$ cat src/rtl/uart_pkg.sv
// Shared definitions for the extended UART receiver: FSM encoding, parity modes,
// FIFO entry layout and the majority-vote helper.
package uart_pkg;

    typedef enum logic [2:0] {
        StIdle,
        StStart,
        StData,
        StParity,
        StStop,
        StWaitHigh
    } rx_state_e;

    localparam logic [1:0] ParNone = 2'b00;
    localparam logic [1:0] ParEven = 2'b01;
    localparam logic [1:0] ParOdd  = 2'b10;

    localparam int unsigned ByteW    = 8;
    localparam int unsigned PerrPos  = 8;
    localparam int unsigned FerrPos  = 9;
    localparam int unsigned BreakPos = 10;
    localparam int unsigned EntryW   = 11;

    localparam logic [15:0] MinClksPerBit = 16'd4;

    function automatic logic maj3(input logic [2:0] h);
        return (h[0] & h[1]) | (h[0] & h[2]) | (h[1] & h[2]);
    endfunction

endpackage

$ cat src/rtl/uart_rx_ext_if.sv
// Receive-side pop interface: show-ahead head entry with valid/ready handshake.
interface uart_rx_ext_if;
    logic       rx_valid;
    logic       rx_ready;
    logic [7:0] rx_byte;
    logic       rx_perr;
    logic       rx_ferr;
    logic       rx_break;

    modport master (
        output rx_valid, rx_byte, rx_perr, rx_ferr, rx_break,
        input  rx_ready
    );

    modport slave (
        input  rx_valid, rx_byte, rx_perr, rx_ferr, rx_break,
        output rx_ready
    );
endinterface

$ cat src/rtl/uart_rx_fifo.sv
// Synchronous show-ahead FIFO; head data reads as zero while empty.
module uart_rx_fifo #(
    parameter int unsigned Width = 11,
    parameter int unsigned Depth = 8
) (
    input  logic                   i_Clock,
    input  logic                   rst_i,
    input  logic                   push,
    input  logic [Width-1:0]       wdata,
    input  logic                   pop,
    output logic [Width-1:0]       rdata,
    output logic                   full,
    output logic                   empty,
    output logic [$clog2(Depth):0] count
);
    localparam int unsigned AW = $clog2(Depth);
    localparam int unsigned CW = AW + 1;

    logic [Width-1:0] mem_q [Depth];
    logic [AW-1:0]    wr_ptr_q, rd_ptr_q;
    logic [CW-1:0]    count_q;
    logic             do_push, do_pop;

    assign full  = (count_q == CW'(Depth));
    assign empty = (count_q == '0);
    assign count = count_q;
    assign rdata = empty ? '0 : mem_q[rd_ptr_q];

    // A push into a full FIFO is only taken when the head leaves on the same edge.
    assign do_pop  = pop & ~empty;
    assign do_push = push & (~full | do_pop);

    always_ff @(posedge i_Clock) begin
        if (rst_i) begin
            wr_ptr_q <= '0;
            rd_ptr_q <= '0;
            count_q  <= '0;
        end else begin
            if (do_push) begin
                mem_q[wr_ptr_q] <= wdata;
                wr_ptr_q        <= wr_ptr_q + AW'(1);
            end
            if (do_pop) begin
                rd_ptr_q <= rd_ptr_q + AW'(1);
            end
            if (do_push && !do_pop) begin
                count_q <= count_q + CW'(1);
            end else if (do_pop && !do_push) begin
                count_q <= count_q - CW'(1);
            end
        end
    end

endmodule

$ cat src/rtl/uart_rx_ext.sv
// Runtime-configurable UART receiver with majority-vote sampling, per-frame
// parity/framing/break status and a show-ahead receive FIFO.
module uart_rx_ext
    import uart_pkg::*;
#(
    parameter int unsigned FIFO_DEPTH = 8
) (
    input  logic                        i_Clock,
    input  logic                        rst_i,
    input  logic                        i_Rx_Serial,
    input  logic [15:0]                 CLKS_PER_BIT,
    input  logic [1:0]                  i_Data_Bits,
    input  logic [1:0]                  i_Parity,
    input  logic                        i_Stop2,
    uart_rx_ext_if.master               rx_bus,
    output logic                        o_Overrun,
    output logic [$clog2(FIFO_DEPTH):0] o_Fifo_Count
);
    rx_state_e   state_q, state_d;
    logic        sync1_q, sync2_q;
    logic [2:0]  hist_q;
    logic [15:0] cnt_q, cnt_d;
    logic [2:0]  idx_q, idx_d;
    logic [7:0]  data_q, data_d;
    logic        par_bit_q, par_bit_d;
    logic        ferr_q, ferr_d;
    logic        second_q, second_d;
    logic [15:0] cfg_cpb_q, cfg_cpb_d;
    logic [1:0]  cfg_bits_q, cfg_bits_d;
    logic [1:0]  cfg_par_q, cfg_par_d;
    logic        cfg_stop2_q, cfg_stop2_d;

    logic              sample, line, bit_done, parity_en, ferr_new, perr, brk;
    logic              push, pop, full, empty;
    logic [EntryW-1:0] push_entry, head;

    assign line      = sync2_q;
    assign sample    = maj3(hist_q);
    assign bit_done  = (cnt_q == cfg_cpb_q - 16'd1);
    assign parity_en = (cfg_par_q == ParEven) || (cfg_par_q == ParOdd);
    assign ferr_new  = ferr_q | ~sample;
    assign perr      = parity_en & ((^data_q) ^ par_bit_q ^ (cfg_par_q == ParOdd));
    assign brk       = ferr_new & (data_q == '0) & (~parity_en | ~par_bit_q);
    assign push_entry = {brk, ferr_new, perr, data_q};

    always_ff @(posedge i_Clock) begin
        if (rst_i) begin
            state_q     <= StIdle;
            sync1_q     <= 1'b1;
            sync2_q     <= 1'b1;
            hist_q      <= 3'b111;
            cnt_q       <= '0;
            idx_q       <= '0;
            data_q      <= '0;
            par_bit_q   <= 1'b0;
            ferr_q      <= 1'b0;
            second_q    <= 1'b0;
            cfg_cpb_q   <= MinClksPerBit;
            cfg_bits_q  <= '0;
            cfg_par_q   <= ParNone;
            cfg_stop2_q <= 1'b0;
        end else begin
            state_q     <= state_d;
            sync1_q     <= i_Rx_Serial;
            sync2_q     <= sync1_q;
            hist_q      <= {hist_q[1:0], sync2_q};
            cnt_q       <= cnt_d;
            idx_q       <= idx_d;
            data_q      <= data_d;
            par_bit_q   <= par_bit_d;
            ferr_q      <= ferr_d;
            second_q    <= second_d;
            cfg_cpb_q   <= cfg_cpb_d;
            cfg_bits_q  <= cfg_bits_d;
            cfg_par_q   <= cfg_par_d;
            cfg_stop2_q <= cfg_stop2_d;
        end
    end

    always_comb begin
        state_d     = state_q;
        cnt_d       = cnt_q;
        idx_d       = idx_q;
        data_d      = data_q;
        par_bit_d   = par_bit_q;
        ferr_d      = ferr_q;
        second_d    = second_q;
        cfg_cpb_d   = cfg_cpb_q;
        cfg_bits_d  = cfg_bits_q;
        cfg_par_d   = cfg_par_q;
        cfg_stop2_d = cfg_stop2_q;
        push        = 1'b0;

        unique case (state_q)
            StIdle: begin
                cnt_d     = '0;
                idx_d     = '0;
                data_d    = '0;
                par_bit_d = 1'b0;
                ferr_d    = 1'b0;
                second_d  = 1'b0;
                if (!line) begin
                    state_d     = StStart;
                    cfg_cpb_d   = (CLKS_PER_BIT < MinClksPerBit) ? MinClksPerBit : CLKS_PER_BIT;
                    cfg_bits_d  = i_Data_Bits;
                    cfg_par_d   = i_Parity;
                    cfg_stop2_d = i_Stop2;
                end
            end
            StStart: begin
                if (cnt_q == ((cfg_cpb_q - 16'd1) >> 1)) begin
                    cnt_d   = '0;
                    state_d = sample ? StIdle : StData;
                end else begin
                    cnt_d = cnt_q + 16'd1;
                end
            end
            StData: begin
                if (bit_done) begin
                    cnt_d         = '0;
                    data_d[idx_q] = sample;
                    if (idx_q == {1'b0, cfg_bits_q} + 3'd4) begin
                        state_d = parity_en ? StParity : StStop;
                    end else begin
                        idx_d = idx_q + 3'd1;
                    end
                end else begin
                    cnt_d = cnt_q + 16'd1;
                end
            end
            StParity: begin
                if (bit_done) begin
                    cnt_d     = '0;
                    par_bit_d = sample;
                    state_d   = StStop;
                end else begin
                    cnt_d = cnt_q + 16'd1;
                end
            end
            StStop: begin
                if (bit_done) begin
                    cnt_d  = '0;
                    ferr_d = ferr_new;
                    if (cfg_stop2_q && !second_q) begin
                        second_d = 1'b1;
                    end else begin
                        push    = 1'b1;
                        // A low final stop means break/framing: wait for idle before re-arming.
                        state_d = sample ? StIdle : StWaitHigh;
                    end
                end else begin
                    cnt_d = cnt_q + 16'd1;
                end
            end
            StWaitHigh: begin
                if (line) begin
                    state_d = StIdle;
                end
            end
            default: state_d = StIdle;
        endcase
    end

    assign pop       = rx_bus.rx_valid & rx_bus.rx_ready;
    assign o_Overrun = push & full & ~pop;

    uart_rx_fifo #(
        .Width (EntryW),
        .Depth (FIFO_DEPTH)
    ) u_fifo (
        .i_Clock (i_Clock),
        .rst_i   (rst_i),
        .push    (push),
        .wdata   (push_entry),
        .pop     (pop),
        .rdata   (head),
        .full    (full),
        .empty   (empty),
        .count   (o_Fifo_Count)
    );

    assign rx_bus.rx_valid = ~empty;
    assign rx_bus.rx_byte  = head[ByteW-1:0];
    assign rx_bus.rx_perr  = head[PerrPos];
    assign rx_bus.rx_ferr  = head[FerrPos];
    assign rx_bus.rx_break = head[BreakPos];

endmodule
$ cat src/flat_wrapper.sv
// flat-port wrapper written by rule: the top's interface ports become plain ports
module uart_rx_ext_flat import uart_pkg::*;
#(
    parameter int unsigned FIFO_DEPTH = 8
)
  (i_Clock, rst_i, i_Rx_Serial, CLKS_PER_BIT, i_Data_Bits, i_Parity, i_Stop2, o_Overrun, o_Fifo_Count, rx_bus_rx_valid, rx_bus_rx_byte, rx_bus_rx_perr, rx_bus_rx_ferr, rx_bus_rx_break, rx_bus_rx_ready);
  uart_rx_ext_if rx_bus_i ();
  input  logic i_Clock;
  input  logic rst_i;
  input  logic i_Rx_Serial;
  input  logic [15:0] CLKS_PER_BIT;
  input  logic [1:0] i_Data_Bits;
  input  logic [1:0] i_Parity;
  input  logic i_Stop2;
  output logic o_Overrun;
  output logic [$clog2(FIFO_DEPTH):0] o_Fifo_Count;
  output wire logic [$bits(rx_bus_i.rx_valid)-1:0] rx_bus_rx_valid;
  output wire logic [$bits(rx_bus_i.rx_byte)-1:0] rx_bus_rx_byte;
  output wire logic [$bits(rx_bus_i.rx_perr)-1:0] rx_bus_rx_perr;
  output wire logic [$bits(rx_bus_i.rx_ferr)-1:0] rx_bus_rx_ferr;
  output wire logic [$bits(rx_bus_i.rx_break)-1:0] rx_bus_rx_break;
  input wire logic [$bits(rx_bus_i.rx_ready)-1:0] rx_bus_rx_ready;
  assign rx_bus_rx_valid = rx_bus_i.rx_valid;
  assign rx_bus_rx_byte = rx_bus_i.rx_byte;
  assign rx_bus_rx_perr = rx_bus_i.rx_perr;
  assign rx_bus_rx_ferr = rx_bus_i.rx_ferr;
  assign rx_bus_rx_break = rx_bus_i.rx_break;
  assign rx_bus_i.rx_ready = rx_bus_rx_ready;
  uart_rx_ext #(.FIFO_DEPTH(FIFO_DEPTH)) u_core (.i_Clock(i_Clock), .rst_i(rst_i), .i_Rx_Serial(i_Rx_Serial), .CLKS_PER_BIT(CLKS_PER_BIT), .i_Data_Bits(i_Data_Bits), .i_Parity(i_Parity), .i_Stop2(i_Stop2), .rx_bus(rx_bus_i), .o_Overrun(o_Overrun), .o_Fifo_Count(o_Fifo_Count));
endmodule
$ cat config.mk
export PLATFORM = sky130hd
export DESIGN_NAME = uart_rx_ext_flat
export DESIGN_NICKNAME = d
export VERILOG_FILES = /design/src/rtl/uart_pkg.sv /design/src/rtl/uart_rx_ext_if.sv /design/src/rtl/uart_rx_fifo.sv /design/src/rtl/uart_rx_ext.sv /design/src/flat_wrapper.sv
export SDC_FILE = /design/constraint.sdc
export NUM_CORES = 1
export LEC_CHECK = 0
export ABC_AREA = 0
export ABC_CLOCK_PERIOD_IN_PS = 5000
export BUFFER_PORTS_ARGS = -buffer_cell sky130_fd_sc_hd__buf_2
export CAP_MARGIN = 15
export CORE_MARGIN = 3
export CORE_UTILIZATION = 55
export CTS_BUF_LIST = sky130_fd_sc_hd__clkbuf_8 sky130_fd_sc_hd__clkbuf_16
export DETAILED_ROUTE_END_ITERATION = 8
export PLACE_DENSITY_LB_ADDON = 0.3
export SLEW_MARGIN = 20
export SYNTH_ARGS = -nofsm -noshare
export SYNTH_HDL_FRONTEND = slang
export SYNTH_SLANG_ARGS = --single-unit
$ cat constraint.sdc
create_clock -name i_Clock -period 5 [get_ports i_Clock]
set_input_delay 0.75 -clock i_Clock [delete_from_list [all_inputs] [get_ports i_Clock]]
set_output_delay 0.75 -clock i_Clock [all_outputs]
set_load 0.02 [all_outputs]
; ---- Word level (Yosys, flattened, before mapping)
; Memories as Yosys holds them, arrays and structs flattened. A register that Yosys moved wholly into a read port is not among the register bits.
; Cells that the tools add are included.
[word_totals]
regBits = 69
ram_bits = 88
memories = 1
[mem_list]
columns = memory, words, word_bits, rd, rd_ports_with_merged_regs, write_ports, line_no
row1 = u_core.u_fifo.mem_q, 8, 11, 1, 1, 1, uart_rx_fifo.sv:19  ; logic [Width-1:0] mem_q [Depth];
[classes]
add_sub_neg = 8
n_lt_le_gt_ge = 3
n_eq_ne = 21
mux = 42
bitwise = 25
n_reduce_logical = 25
[ops]
columns = operator, count
row1 = 16-bit 2-to-1 mux, 3
row2 = 16-bit case mux with 3 select lines, 1
row3 = 3-bit 2-to-1 mux, 14
row4 = 3-bit case mux with 6 select lines, 1
row5 = 16-bit by 1-bit adder with 16-bit output (second input constant), 1
row6 = 16-bit by 15-bit equality test with 1-bit output, 1
row7 = 16-bit equality test, 1
row8 = 16-bit by 3-bit less-than comparator with 1-bit output (second input constant), 1
row9 = 8-bit case mux with 2 select lines, 1
row10 = 16-bit by 1-bit subtractor with 16-bit output (second input constant), 1
row11 = 2-bit by 1-bit != test with 1-bit output (second input constant), 7
row12 = 1-bit bitwise AND, 11
row13 = 1-bit 2-to-1 mux, 11
row14 = 11-bit 2-to-1 mux, 1
row15 = 3-bit by 1-bit adder with 3-bit output (second input constant), 3
row16 = 8-bit bitwise mux, 1
row17 = 8-bit zero test, 1
row18 = 4-bit 2-to-1 mux, 2
row19 = 8-bit 2-to-1 mux, 1
row20 = 2-bit AND reduction, 4
row21 = 8-bit AND reduction, 1
row22 = 2-bit nonzero test, 4
row23 = 8-bit XOR reduction, 1
row24 = 1-bit NOT, 7
row25 = other kinds (27), 44

; ---- Logic depth before layout (Yosys ltp)
[logic_depth]
ltp_word = 10
ltp_mapped = 18
mapped_depth_nobuf = 17

; ---- Hierarchy
; Synthesis repeated with hierarchy kept, for this count alone.
[hier_totals]
cells_unflattened = 765
area_unflattened_um2 = 8284.2
[by_module_without_submodules]
columns = mod, instances, cells_per_inst, area_each_um2
row1 = uart_rx_ext, 1, 554, 4295.4
row2 = uart_rx_fifo, 1, 211, 3988.8

; ---- Worst setup path before layout
; No wires, ideal clock.
[synth_path]
kind = register to register
startpoint = register u_core.cfg_cpb_q[0]
endpoint = memory u_core.u_fifo.mem_q[6][0], enable pin
setup_ps = 412
t_arrival_ps = 4457
required_time_ps = 4588
setup_slack_ps = 131
path_stages_with_launch = 13
n_path_buf = 1
synth_period_minus_slack_ps = 4869
cell_sequence = dfxtp_1 inv_1 ha_1 or4b_1 buf_6 nor4_1 xor2_1 xnor2_1 a21bo_2 or4_4 nor3_1 nand2_1 nor4b_1
[synth_via]
elab_chain_cells = 8
[synth_lines]
columns = element, line_no
row1 = start: declaration, uart_rx_ext.sv:28  ; logic [15:0] cfg_cpb_q, cfg_cpb_d;
row2 = start signal: assignment, uart_rx_ext.sv:58  ; cfg_cpb_q <= MinClksPerBit;
row3 = start signal: assignment, uart_rx_ext.sv:73  ; cfg_cpb_q <= cfg_cpb_d;
row4 = 16-bit by 1-bit subtractor with 16-bit output, uart_rx_ext.sv:39  ; assign bit_done = (cnt_q == cfg_cpb_q - 16'd1);
row5 = 16-bit equality test, uart_rx_ext.sv:39
row6 = 1-bit 2-to-1 mux, uart_rx_ext.sv:141  ; if (bit_done) begin
row7 = 1-bit 2-to-1 mux, uart_rx_ext.sv:94  ; unique case (state_q)
row8 = 1-bit bitwise AND, uart_rx_fifo.sv:31  ; assign do_push = push & (~full | do_pop);
row9 = 1-bit 2-to-1 mux, uart_rx_fifo.sv:39  ; if (do_push) begin
row10 = 1-bit 2-to-1 mux, uart_rx_fifo.sv:34  ; if (rst_i) begin
row11 = 1-bit 2-to-1 mux (implied by the code), uart_rx_fifo.sv:40  ; mem_q[wr_ptr_q] <= wdata;
row12 = end: declaration, uart_rx_fifo.sv:19
; Every way passes these cells.

; ---- Final worst setup path
[layout_path]
startpoint = register u_core.cfg_cpb_q[0]
endpoint = register u_core.u_fifo.count_q[3], in the netlist u_core.u_fifo.count[3]
[layout_via]
elab_chain_cells = 8
elab_cells_between_ends = 10
[layout_lines]
columns = element, line_no
row1 = 16-bit by 1-bit subtractor with 16-bit output *, uart_rx_ext.sv:39
row2 = 16-bit equality test *, uart_rx_ext.sv:39
row3 = 1-bit 2-to-1 mux *, uart_rx_ext.sv:141
row4 = 1-bit 2-to-1 mux *, uart_rx_ext.sv:94
row5 = 1-bit bitwise AND *, uart_rx_fifo.sv:31
row6 = 1-bit zero test, uart_rx_fifo.sv:48  ; end else if (do_pop && !do_push) begin
row7 = 1-bit logical AND, uart_rx_fifo.sv:48
row8 = 2-bit nonzero test (no source line), n/a
row9 = end signal: assignment, uart_rx_fifo.sv:47  ; count_q <= count_q + CW'(1);
row10 = end signal: assignment, uart_rx_fifo.sv:49  ; count_q <= count_q - CW'(1);
row11 = end: declaration, uart_rx_fifo.sv:21  ; logic [CW-1:0] count_q;
; Every way passes the cells marked *; elsewhere a longest branch is shown, timed or not.
; A chain may end at the register's enable or synchronous reset.

==> metrics.cfg <==
[logic_synthesis]
synth_seq_cells = 160
synthTopCellsByCount = edfxtp_1 (88), dfxtp_1 (72), nand2_1 (64), nor2_1 (59)
ys.flop_type = edfxtp_1
synth-seq-area-share = 0.516
synth_enable_flop_cells = 88
ys_top_cells_by_area = edfxtp_1 (33%), dfxtp_1 (18%), mux4_2 (6.3%)
yosysMostFrequentCell = edfxtp_1
syn_inst = 727
syn_area_sq_mm = 0.00792
yosysUniqueCellTypes = 62
synth.avg_cell_area_sq_um = 10.9
synth_nets = 766
async_flop_share = 0
synth_top_area_frac = 0.334
yosys.area.top_type = edfxtp_1
ys_warn_count = 0

[pwr]
power_mw = 3.72
p_leak_nw = 3.13
max-vdd-ir-drop_v = 0.000268
p_per_area_mw_per_mm2 = 416

[drt]
viasPerCell = 6.05
remaining_drc_errors = 0
firstDrtPassIters = 6
ant_nets = 0
initialDrtViolationCount = 384
via_count = 5749
routedWlPerCell_um = 19.1
wirelength_um = 18200

[sta]
tightest_slew_ps = 1030
post-route-period-util = 0.934
maxSlewViolCount = 0
hold_violations = 0
setup-violations-final = 0
fin_hold_ws_ps = 410
finalClockSkew_ps = 7.41
rsz0062_at_grt = no
fin_tns_setup_ps = 0
slew_headroom = 0.310
min_period_ps = 4670
fmax_mhz = 214

[die]
fp.coreArea_sq_mm = 0.0140
rows = 43
die_w_um = 126
initial_utilization = 0.566
boundaryPins = 42
die_h_um = 126
dieArea_sq_mm = 0.0159

[clock_tree]
clock-root-buffer = clkbuf_16
cts_buffers = 17
post_cts_resized = 0
clock_latency_ps = 430
clk_path_buf_depth = 2
clock-sinks = 160
postCtsSetupBuffers = 0
path_clk_slew_ps = 70
cts_tree = built
hold_buffers = 0
cts_max_level = 4

[critical_path]
worst_ep_required_time_ps = 5360
crit_fanout = 5
start_kind = register
critical_path_class = register to register
end_kind = register
critical_path_arrival_ps = 5030

[outcome]
status = finished clean

[finish]
fin_area_sq_mm = 0.00894
drive_above_1_share = 0.174
fill_cells = 1111
diodes = 0
areaGrowthSynthToFinish_pct = 12.8
stdcell_count = 950
nets = 796

[placed_design]
portBuffers = 41
dp.cells = 918
place_area_sq_mm = 0.00833
hpwl_um = 12400
gp_congestion = 0.905

[global_route]
grt_pass1_vias = 5661
grt_usage = 0.232
grt_max_degree = 70
overflow = 0
antenna_found_initial = 0
grt_pass1_wl_um = 28900

[hold_path]
hp-class = register to register

[flow_run]
drv_cap = 0

[routing by layer]
| metal | vias to the layer above | track usage | share of wire |
|---|---|---|---|
| li1 | 2758 | - | - |
| met1 | 2769 | 0.270 | 0.40 |
| met2 | 176 | 0.408 | 0.52 |
| met3 | 46 | 0.0581 | 0.049 |
| met4 | 0 | 0.100 | 0.037 |
| met5 | - | 0 | 0 |
[flip-flops by register name, indices dropped and copies added, names as in the netlist, 4 cells and up, named ones only]
name	flops
u_core.u_fifo.mem_q	88
u_core.u_fifo.count	4
u_core.cfg_cpb_q	16
u_core.data_q	8
u_core.cnt_q	16
[final cells by class]
class	instances	area [sq um]	share of cell area
multi-input cells	493	3580	0.401
flip-flops and latches	160	4090	0.457
well taps	180	225	0.0252
clock inverters	11	81.3	0.00910
inverters	26	97.6	0.0109
clock buffers	21	526	0.0588
repair buffers	59	340	0.0381
[layout by cell type (no fill, tap or decap), drive strengths merged, types with 4 or more instances in the layout]
master / count
nor4: 16
nor4b: 4
edfxtp: 88
o21ai: 42
and3: 9
nand3: 15
o2111ai: 5
or4: 9
nor2: 59
a211oi: 11
a21oi: 42
dfxtp: 72
xor2: 16
mux2i: 18
nor3b: 6
or2: 10
xnor3: 6
ha: 13
buf: 59
mux4: 22
xnor2: 32
and2: 4
nor3: 19
nand2: 64
clkbuf: 21
inv: 34
nand2b: 9
o41ai: 4
nand4: 10
[report_power, final]
part / internal, mW / switching (mW)
Sequential: 1.42 / 0.0882
Combinational: 0.385 / 0.528
Clock: 0.762 / 0.541
[stage by stage]
stage	setup WS [ps]	utilization
2_1_floorplan	131	-
3_3_place_gp	517	0.595
3_5_place_dp	377	0.595
4_1_cts	329	0.639
5_1_grt	0.0409	0.639
6_report	329	0.639
[final timing paths]
path / startpoint / end / slack, ps / cells after the start
worst max-delay path: u_core.cfg_cpb_q[0] / u_core.u_fifo.count[3] / 330 / 17
worst min register to register: u_core.sync1_q / u_core.line / 410 / 1
worst max register to register: u_core.cfg_cpb_q[0] / u_core.u_fifo.count[3] / 330 / 17
worst min-delay path: u_core.sync1_q / u_core.line / 410 / 1
[kinds of logic after synthesis]
group,Yosys count,share of synthesized area
multiplexers,40,0.0853
AND/OR/NAND/NOR,254,0.168
XOR/XNOR,54,0.0701
AO/OA/AOI/OAI,130,0.0998
buffers and inverters,74,0.0371
adder cells (fa/ha/maj),15,0.0243
flip-flops,160,0.516
[critical path: stages (launching register included)]
cell	delay (ps)
dfxtp_1	350
inv_1	70
ha_1	220
or4b_1	560
nor4_1	510
xor2_1	210
xnor2_1	140
a21bo_2	260
or4_4	430
nor3_1	290
ha_1	240
inv_1	100
ha_1	280
a21o_1	180
a21oi_1	180
xnor2_1	110
or3_1	320
a21oi_1	140
(Power assumes the default switching activity.)
